<file path="config.mk">
export PLATFORM = sky130hd
export DESIGN_NAME = btb_update_scheduler
export DESIGN_NICKNAME = d
export VERILOG_FILES = /design/src/rtl/btb_ctrl_pkg.sv /design/src/rtl/btb_upd_fifo.sv /design/src/rtl/btb_update_scheduler.sv
export SDC_FILE = /design/constraint.sdc
export NUM_CORES = 1
export LEC_CHECK = 0
export CAP_MARGIN = 20
export CORE_ASPECT_RATIO = 1.5
export CORE_MARGIN = 5
export CORE_UTILIZATION = 30
export DETAILED_ROUTE_END_ITERATION = 7
export GPL_ROUTABILITY_DRIVEN = 0
export MAX_ROUTING_LAYER = met4
export PLACE_DENSITY = 0.58
export SLEW_MARGIN = 20
export SYNTH_ARGS = -nofsm -noshare
export SYNTH_HDL_FRONTEND = slang
export SYNTH_SLANG_ARGS = --single-unit
</file>
<file path="constraint.sdc">
create_clock -name clk -period 4.1 [get_ports clk]
set_input_delay 1.025 -clock clk [delete_from_list [all_inputs] [get_ports clk]]
set_output_delay 1.025 -clock clk [all_outputs]
set_load 0.01 [all_outputs]
</file>
<file path="src/rtl/btb_ctrl_pkg.sv">
// Shared types for the BTB update scheduler: queue entry, FSM states and packet packing.
package btb_ctrl_pkg;

  localparam int PKT_W = 64;

  typedef struct packed {
    logic [31:0] pc;
    logic [31:0] target;
  } upd_entry_t;

  typedef enum logic [1:0] {
    IDLE,
    DRIVE,
    PULSE,
    RECOVER
  } sched_state_e;

  // Packet layout: {tag = pc[31:3], index = pc[2:0], target}
  function automatic logic [PKT_W-1:0] pack_upd(input upd_entry_t e);
    return {e.pc[31:3], e.pc[2:0], e.target};
  endfunction

endpackage

</file>
<file path="src/rtl/btb_upd_fifo.sv">
// Update queue for the BTB scheduler: circular buffer with head, next-head and tail read ports
// plus a tail-target overwrite port used when results for the same PC are merged.
module btb_upd_fifo
  import btb_ctrl_pkg::*;
#(
  parameter int DEPTH = 4
) (
  input  logic                       clk,
  input  logic                       rst_n,
  input  logic                       push,
  input  upd_entry_t                 push_data,
  input  logic                       pop,
  input  logic                       overwrite,
  input  logic [31:0]                overwrite_target,
  output upd_entry_t                 head,
  output upd_entry_t                 second,
  output logic [31:0]                tail_pc,
  output logic                       full,
  output logic                       empty,
  output logic [$clog2(DEPTH+1)-1:0] count
);

  localparam int PTR_W = $clog2(DEPTH);
  localparam int CNT_W = $clog2(DEPTH+1);

  upd_entry_t       mem [DEPTH];
  logic [PTR_W-1:0] rd_ptr;
  logic [PTR_W-1:0] wr_ptr;
  logic [PTR_W-1:0] rd_next;
  logic [PTR_W-1:0] tail_ptr;
  logic             push_ok;
  logic             pop_ok;

  assign full     = (count == CNT_W'(DEPTH));
  assign empty    = (count == '0);
  assign push_ok  = push && !full;
  assign pop_ok   = pop && !empty;
  assign rd_next  = rd_ptr + 1'b1;
  assign tail_ptr = wr_ptr - 1'b1;

  assign head    = mem[rd_ptr];
  assign second  = mem[rd_next];
  assign tail_pc = mem[tail_ptr].pc;

  always_ff @(posedge clk or negedge rst_n) begin
    if (!rst_n) begin
      rd_ptr <= '0;
      wr_ptr <= '0;
      count  <= '0;
    end else begin
      if (push_ok) wr_ptr <= wr_ptr + 1'b1;
      if (pop_ok)  rd_ptr <= rd_ptr + 1'b1;
      case ({push_ok, pop_ok})
        2'b10:   count <= count + 1'b1;
        2'b01:   count <= count - 1'b1;
        default: count <= count;
      endcase
    end
  end

  // Storage carries no reset; every read is qualified by count in the parent.
  always_ff @(posedge clk) begin
    if (push_ok)   mem[wr_ptr] <= push_data;
    if (overwrite) mem[tail_ptr].target <= overwrite_target;
  end

endmodule

</file>
<file path="src/rtl/btb_update_scheduler.sv">
// Queues taken branch resolutions and replays them to the BTB update port as DRIVE/PULSE/RECOVER
// sequences. Optional same-PC merging of the tail entry is enabled by BTB_UPD_COALESCE_EN.
module btb_update_scheduler
  import btb_ctrl_pkg::*;
#(
  parameter int DEPTH     = 4,
  parameter int STALL_MAX = 15
) (
  input  logic                       clk,
  input  logic                       rst_n,
  input  logic                       res_valid,
  input  logic [31:0]                res_pc,
  input  logic [31:0]                res_target,
  input  logic                       res_taken,
  output logic                       res_ready,
  input  logic                       fetch_active,
  output logic [PKT_W-1:0]           upd_packet,
  output logic                       upd_strobe,
  output logic [$clog2(DEPTH+1)-1:0] q_count,
  output logic                       busy
);

  localparam int CNT_W   = $clog2(DEPTH+1);
  localparam int STALL_W = $clog2(STALL_MAX+1);

  sched_state_e     state;
  sched_state_e     state_next;
  logic [STALL_W-1:0] stall_cnt;
  logic             stall_hit;
  logic             load;
  logic             pop;
  logic             coal_hit;
  logic             accept;
  logic             do_push;
  logic             do_coal;
  logic             load_is_tail;
  logic             fifo_full;
  logic             fifo_empty;
  upd_entry_t       head;
  upd_entry_t       second;
  upd_entry_t       push_entry;
  upd_entry_t       load_entry;
  logic [31:0]      tail_pc;

  assign push_entry = '{pc: res_pc, target: res_target};

  btb_upd_fifo #(.DEPTH(DEPTH)) u_fifo (
    .clk              (clk),
    .rst_n            (rst_n),
    .push             (do_push),
    .push_data        (push_entry),
    .pop              (pop),
    .overwrite        (do_coal),
    .overwrite_target (res_target),
    .head             (head),
    .second           (second),
    .tail_pc          (tail_pc),
    .full             (fifo_full),
    .empty            (fifo_empty),
    .count            (q_count)
  );

`ifdef BTB_UPD_COALESCE_EN
  logic tail_free;
  // The tail is in flight only when it is also the head and a sequence has started.
  assign tail_free = (q_count >= CNT_W'(2)) || ((q_count == CNT_W'(1)) && (state == IDLE));
  assign coal_hit  = tail_free && (res_pc == tail_pc);
`else
  logic unused_tail;
  assign unused_tail = ^tail_pc;
  assign coal_hit    = 1'b0 & unused_tail;
`endif

  assign res_ready = !fifo_full || coal_hit;
  assign accept    = res_valid && res_ready && res_taken;
  assign do_coal   = accept && coal_hit;
  assign do_push   = accept && !coal_hit;
  assign stall_hit = (stall_cnt == STALL_W'(STALL_MAX));
  assign busy      = (state != IDLE);

  always_ff @(posedge clk or negedge rst_n) begin
    if (!rst_n) state <= IDLE;
    else        state <= state_next;
  end

  always_comb begin
    state_next = state;
    load       = 1'b0;
    pop        = 1'b0;
    case (state)
      IDLE: begin
        if (!fifo_empty && (!fetch_active || stall_hit)) begin
          state_next = DRIVE;
          load       = 1'b1;
        end
      end
      DRIVE:   state_next = PULSE;
      PULSE:   state_next = RECOVER;
      RECOVER: begin
        pop = 1'b1;
        if ((q_count > CNT_W'(1)) && (!fetch_active || stall_hit)) begin
          state_next = DRIVE;
          load       = 1'b1;
        end else begin
          state_next = IDLE;
        end
      end
      default: state_next = IDLE;
    endcase
  end

  // From RECOVER the head is popped on the same edge, so the next packet comes from the entry behind it.
  // A merge landing on that same entry this cycle must be forwarded, or the stale target would be sent.
  always_comb begin
    load_entry   = (state == RECOVER) ? second : head;
    load_is_tail = (state == RECOVER) ? (q_count == CNT_W'(2)) : (q_count == CNT_W'(1));
    if (do_coal && load_is_tail) load_entry.target = res_target;
  end

  always_ff @(posedge clk or negedge rst_n) begin
    if (!rst_n) begin
      stall_cnt <= '0;
    end else if (load || fifo_empty) begin
      stall_cnt <= '0;
    end else if (((state == IDLE) || (state == RECOVER)) && fetch_active && !stall_hit) begin
      stall_cnt <= stall_cnt + 1'b1;
    end
  end

  always_ff @(posedge clk or negedge rst_n) begin
    if (!rst_n) begin
      upd_packet <= '0;
      upd_strobe <= 1'b0;
    end else begin
      if (load) upd_packet <= pack_upd(load_entry);
      upd_strobe <= (state_next == PULSE);
    end
  end

endmodule

</file>
==> flow_metrics.py, run 1 <==
metrics = {
    "worst_setup_path": {
        "path_max_fanout": 6,
        "timing.rr.end": "upd_packet[37]$_DFFE_PN0P_",
        "r2r_start": "state[0]$_DFF_PN0_",
        "r2r_slack_ps": 1530,
        "cp.arrival_ps": 1990,
        "rr_worst_depth": 6,
        "worst-endpoint-required_ps": 3070,
        "startpoint": "u_fifo.count[0]$_DFFE_PN0P_",
        "critPathKind": "reg -> out",
        "crit_path_start_kind": "flip-flop",
        "cp-end-kind": "output port",
    },
    "floorplanning": {
        "row_count": 92,
        "io_pins": 139,
        "start_util_pct": 30.3,
        "die-area_sq_um": 46700,
        "coreArea_sq_um": 42000,
        "die_h_microns": 262,
        "die_w_microns": 178,
    },
    "clock_network": {
        "post_cts_buffers": 0,
        "postCtsHoldBufs": 0,
        "cts_max_level": 1,
        "cts_buffer_depth": 3,
        "cts_sinks": 334,
        "cts_tree": "yes",
        "cts_made_buffers": 30,
        "insertion_delay_ps": 560,
        "root_buffer": "clkbuf_16",
        "clk_pin_slew_ps": 60,
        "cts_resized": 0,
    },
    "cells_and_area": {
        "drive_gt1_share_pct": 15.3,
        "final_core_util_pct": 37.5,
        "area_delta_synth_final_pct": 23.9,
        "nFillCells": 3878,
        "final_common_cell": "edfxtp_1",
        "nNetsFinal": 936,
        "final_cell_mix": "edfxtp_1, clkdlybuf4s50_1, dfrtp_1",
    },
    "grt": {
        "grtUsageTotal_pct": 12.1,
        "grt_pass1_wl_microns": 42100,
        "antenna_found_initial": 2,
        "grt_remaining_overflow": 0,
        "grt_pass1_vias": 7148,
        "grt_max_degree": 56,
    },
    "logic_synthesis": {
        "yosys_warnings": 0,
        "synth_top_cell_by_area": "edfxtp_1",
        "netlist_instances": 706,
        "synth_top_area_share_pct": 60.4,
        "synth_area_leaders": "edfxtp_1, dfrtp_1, mux2_2",
        "avgSynthCellArea_sq_um": 18.0,
        "synth_nets": 788,
        "ys_ff_latch": 334,
        "syn_area_sq_um": 12700,
        "yosysSeqAreaShare_pct": 75.8,
        "synth_cell_types": 35,
    },
    "timing": {
        "rsz0062_at_grt": "false",
        "finalSetupTns_ps": 0,
        "setup_viol": 0,
        "final_hold_viol_count": 0,
        "max_slew_margin_pct": 46.4,
        "fin_hold_ws_ps": 503,
        "fmax_ghz": 0.332,
        "fin_crit_ps": 3010,
        "fin_worst_skew_ps": 15.3,
        "fin_crit_sh_pct": 73.5,
        "drv_slew": 0,
        "tightest_slew_ps": 804,
    },
    "pwr": {
        "peakVddDrop_mv": 0.335,
        "p_leak_nw": 5.67,
        "power_density_nw_per_um2": 739,
    },
    "drt": {
        "wl_per_cell_microns": 19.2,
        "postRouteAntennaNets": 0,
        "vias_per_cell": 4.51,
        "drt_iter0_drc": 373,
        "drt_wl_total_microns": 27700,
        "drc": 0,
        "drt_first_pass_iters": 4,
        "vias": 6515,
    },
    "placement": {
        "place.port_buffers": 138,
        "hpwl_microns": 17600,
    },
    "hold_path": {
        "hold_path_depth": 1,
        "hold_path_end": "upd_packet[33]$_DFFE_PN0P_",
        "hold_path.startpoint": "upd_packet[33]$_DFFE_PN0P_",
        "worst_hold_path_type": "reg -> reg",
    },
    "status": {
        "status": "finished, final reports clean",
    },
    "run": {
        "drv_cap": 0,
    },
}
[metal layers]
layer / vias to the layer above / routed length, microns / GRT usage (%)
met1: 3332 / 10400 / 12.9
met4: 0 / 652 / 3.70
met5: - / 0 / -
met2: 113 / 15700 / 22.9
li1: 3031 / - / -
met3: 39 / 997 / 1.84
[metrics by stage]
stage                     setup WS [ps]  power (mW)  area [sq um]  std cells
final                              1090        11.6         15800       1443
after global routing                938        12.3         15800       1443
after CTS                          1030        11.9         15700       1440
after detailed placement            998        9.14         14800       1385
after global placement             1030        9.08         14800       1385
after floorplan                     752        7.39         12700        706
[report_power, final]
part	switching, mW	leakage (nW)	internal [mW]
Clock	1.18	0.466	1.50
Combinational	2.10	1.93	2.14
Sequential	0.403	3.28	4.32
Total	3.68	5.67	7.96
[worst max-delay path: stages, from the launching register on]
cell and delay, ps:
dfrtp_1 460, inv_1 90, ha_1 250, nand2_1 90, clkdlybuf4s50_1 530
[cell type report]
| class | instances | area (sq um) | share of cell area [%] |
|---|---|---|---|
| Inverter | 12 | 45.0 | 0.286 |
| Antenna cell | 2 | 5.00 | 0.0318 |
| Timing Repair Buffer | 151 | 1580 | 10.1 |
| Clock buffer | 45 | 888 | 5.64 |
| Tap cell | 564 | 706 | 4.48 |
| Clock inverter | 10 | 58.8 | 0.373 |
| Sequential cell | 334 | 9640 | 61.2 |
| Multi-Input combinational cell | 325 | 2830 | 18.0 |
[worst max-delay path by stage]
| stage | endpoint | slack [ps] | depth (start not counted) |
|---|---|---|---|
| floorplan | u_fifo.mem[0][0]$_DFFE_PP_ | 750 | 3 |
| global placement | u_fifo.mem[1][58]$_DFFE_PP_ | 1030 | 4 |
| detailed placement | u_fifo.mem[1][58]$_DFFE_PP_ | 1000 | 4 |
| CTS | res_ready | 1030 | 4 |
| global route | res_ready | 940 | 4 |
| finish | res_ready | 1090 | 4 |
[Yosys cell counts (all sizes together)]
library cell and n:
and2 4, nor2b 1, mux2 65, and3 6
nand3 6, clkinv 1, o21bai 1, inv 11
o2bb2a 1, a221oi 1, nor3b 2, nand2 9
a21oi 4, xnor2 10, clkbuf 1, a221o 63
edfxtp 256, nor2 64, a211oi 2, mux2i 66
o21ai 5, and4 1, dfrtp 78, or2 1
ha 13, buf 34
[registers in the layout, summed over array words and instances (netlist names)]
| name | flops |
|---|---|
| stall_cnt | 4 |
| state | 2 |
| u_fifo.count | 3 |
| u_fifo.mem | 256 |
| u_fifo.rd_ptr | 2 |
| u_fifo.wr_ptr | 2 |
| upd_packet | 64 |
| upd_strobe | 1 |
[kinds of logic after synthesis]
family	count (synthesis)	share of synthesized area [%]
fa+ha+maj	13	1.28
compound gates	77	5.76
buf+inv	47	2.18
flops	334	75.8
xor+xnor	10	0.748
simple gates	94	3.19
mux	131	11.0
(Power assumes the default switching activity.)
==> run 2, diff against run 1 <==
Clock period 4.1 ns to 3.15 ns, I/O delays scaled along.
==> run 2 against run 1 <==
Worst hold slack worse by 230 ps. Cell count is 0.49% higher. Largest power group unchanged. Final area up 0.29%. Largest cell class unchanged. Sequential share of layout area decreased by 0.17 points. Flip-flop and latch count unchanged. Critical path depth unchanged. Clock-buffer cell count is 7 lower. Total power increased by 30%. Global-route usage rose by 0.19 points.
==> flow_metrics.py, run 2 (synthesis results as in run 1) <==
metrics = {
    "clock_network": {
        "postCtsHoldBufs": 0,
        "insertion_delay_ps": 560,
        "clk_pin_slew_ps": 60,
        "cts_made_buffers": 30,
        "cts_tree": "yes",
        "root_buffer": "clkbuf_16",
        "cts_sinks": 334,
        "cts_buffer_depth": 3,
        "cts_max_level": 1,
        "post_cts_buffers": 0,
        "cts_resized": 0,
    },
    "grt": {
        "grt_pass1_wl_microns": 42600,
        "grt_max_degree": 64,
        "grt_pass1_vias": 7140,
        "antenna_found_initial": 1,
        "grt_remaining_overflow": 0,
        "grtUsageTotal_pct": 12.3,
    },
    "drt": {
        "vias_per_cell": 4.61,
        "drt_iter0_drc": 406,
        "drt_wl_total_microns": 28200,
        "vias": 6680,
        "drc": 0,
        "postRouteAntennaNets": 0,
        "drt_first_pass_iters": 4,
        "wl_per_cell_microns": 19.4,
    },
    "cells_and_area": {
        "final_cells": 1450,
        "nFillCells": 3885,
        "largest_reg_flops": 256,
        "final_cell_mix": "edfxtp_1, clkdlybuf4s50_1, dfrtp_1",
        "multiInputGateArea_sq_um": 2830,
        "final_common_cell": "edfxtp_1",
        "reg.largest.list": "u_fifo.mem x256, upd_packet x64, stall_cnt x4",
        "drive_gt1_share_pct": 16.5,
        "area_delta_synth_final_pct": 24.3,
        "regMostFlops": "u_fifo.mem",
        "nNetsFinal": 943,
        "layout.area.seq_sq_um": 9640,
    },
    "worst_setup_path": {
        "slowest_delay_ps": 530,
        "path_max_fanout": 6,
        "r2r_slack_ps": 560,
        "cp-end-kind": "output port",
        "critPathKind": "reg -> out",
        "crit_slowest_cell": "clkdlybuf4s50_1",
        "worst-endpoint-required_ps": 2360,
        "cp.arrival_ps": 1980,
        "crit_path_start_kind": "flip-flop",
        "crit_chain": "inv_1 -> ha_1 -> nand2_1 -> clkdlybuf4s50_1",
    },
    "timing": {
        "final_hold_viol_count": 0,
        "fin_crit_ps": 2770,
        "fmax_ghz": 0.361,
        "drv_slew": 0,
        "max_slew_margin_pct": 47.0,
        "rsz0062_at_grt": "false",
        "tightest_slew_ps": 792,
        "setup_viol": 0,
        "fin_hold_ws_ps": 269,
        "fin_worst_skew_ps": 7.44,
        "finalSetupTns_ps": 0,
        "fin_crit_sh_pct": 88.0,
    },
    "status": {
        "status": "finished, final reports clean",
    },
    "floorplanning": {
        "die_h_microns": 262,
        "io_pins": 139,
        "row_count": 92,
        "die_w_microns": 178,
        "start_util_pct": 30.3,
        "die-area_sq_um": 46700,
        "coreArea_sq_um": 42000,
    },
    "placement": {
        "hpwl_microns": 17500,
        "dp.cells": 1393,
        "place.port_buffers": 138,
    },
    "pwr": {
        "power.total_mw": 15.2,
        "p_leak_nw": 5.70,
        "peakVddDrop_mv": 0.672,
        "power_density_nw_per_um2": 961,
    },
    "run": {
        "drv_cap": 0,
    },
    "hold_path": {
        "worst_hold_path_type": "in -> async",
    },
}
## run 2: cell count changes in the layout (fill, tap and decap cells not counted), sizes merged
| cell | previous run | this run |
|---|---|---|
| buf | 14 | 21 |
| clkbuf | 45 | 38 |
| clkinv | 8 | 13 |
| clkinvlp | 1 | 3 |
| diode | 2 | 1 |
| inv | 13 | 14 |
## run 2: area by class of cell
cell class	count	area share, %
Tap cell	564	4.47
Clock inverter	18	0.713
Inverter	12	0.285
Clock buffer	38	5.20
Multi-Input combinational cell	325	17.9
Antenna cell	1	0.0158
Sequential cell	334	61.0
Timing Repair Buffer	158	10.4
## run 2: worst max-delay path, delay by kind of cell (launching register included)
kind | cells | cell delay (ps)
DFF | 1 | 450
adders and majority gates | 1 | 260
and+or+nand+nor | 1 | 90
buffers and inverters | 2 | 620
## run 2: through the flow
step | cell area (sq um) | utilization (%) | worst slack (ps)
after floorplan | 12700 | - | 596
after global placement | 14800 | 35.3 | 378
after detailed placement | 14900 | 35.4 | 412
after CTS | 15800 | 37.6 | 332
after global routing | 15800 | 37.6 | 249
final | 15800 | 37.6 | 379
## run 2: power by group
part / switching (mW) / total, mW / leakage, nW / internal [mW]
registers: 0.423 / 6.05 / 3.28 / 5.63
logic: 2.87 / 5.68 / 1.96 / 2.81
clock network: 1.59 / 3.45 / 0.460 / 1.86
## run 2: final timing paths
kind	from	cells after the start	endpoint
max	u_fifo.count[0]$_DFFE_PN0P_	4	res_ready
min	rst_n	1	upd_packet[15]$_DFFE_PN0P_
max reg2reg	u_fifo.count[1]$_DFFE_PN0P_	7	upd_packet[40]$_DFFE_PN0P_
min reg2reg	upd_packet[22]$_DFFE_PN0P_	1	upd_packet[22]$_DFFE_PN0P_
max in group asynchronous	rst_n	2	upd_packet[23]$_DFFE_PN0P_
min in group clk	upd_packet[22]$_DFFE_PN0P_	1	upd_packet[22]$_DFFE_PN0P_
## run 2: routing by layer
layer	vias to the layer above	global-route usage, %	share of wire, %
li1	3058	-	-
met1	3436	14.2	39
met2	138	21.5	53
met3	48	1.78	3.9
met4	0	4.95	3.5
met5	-	-	0
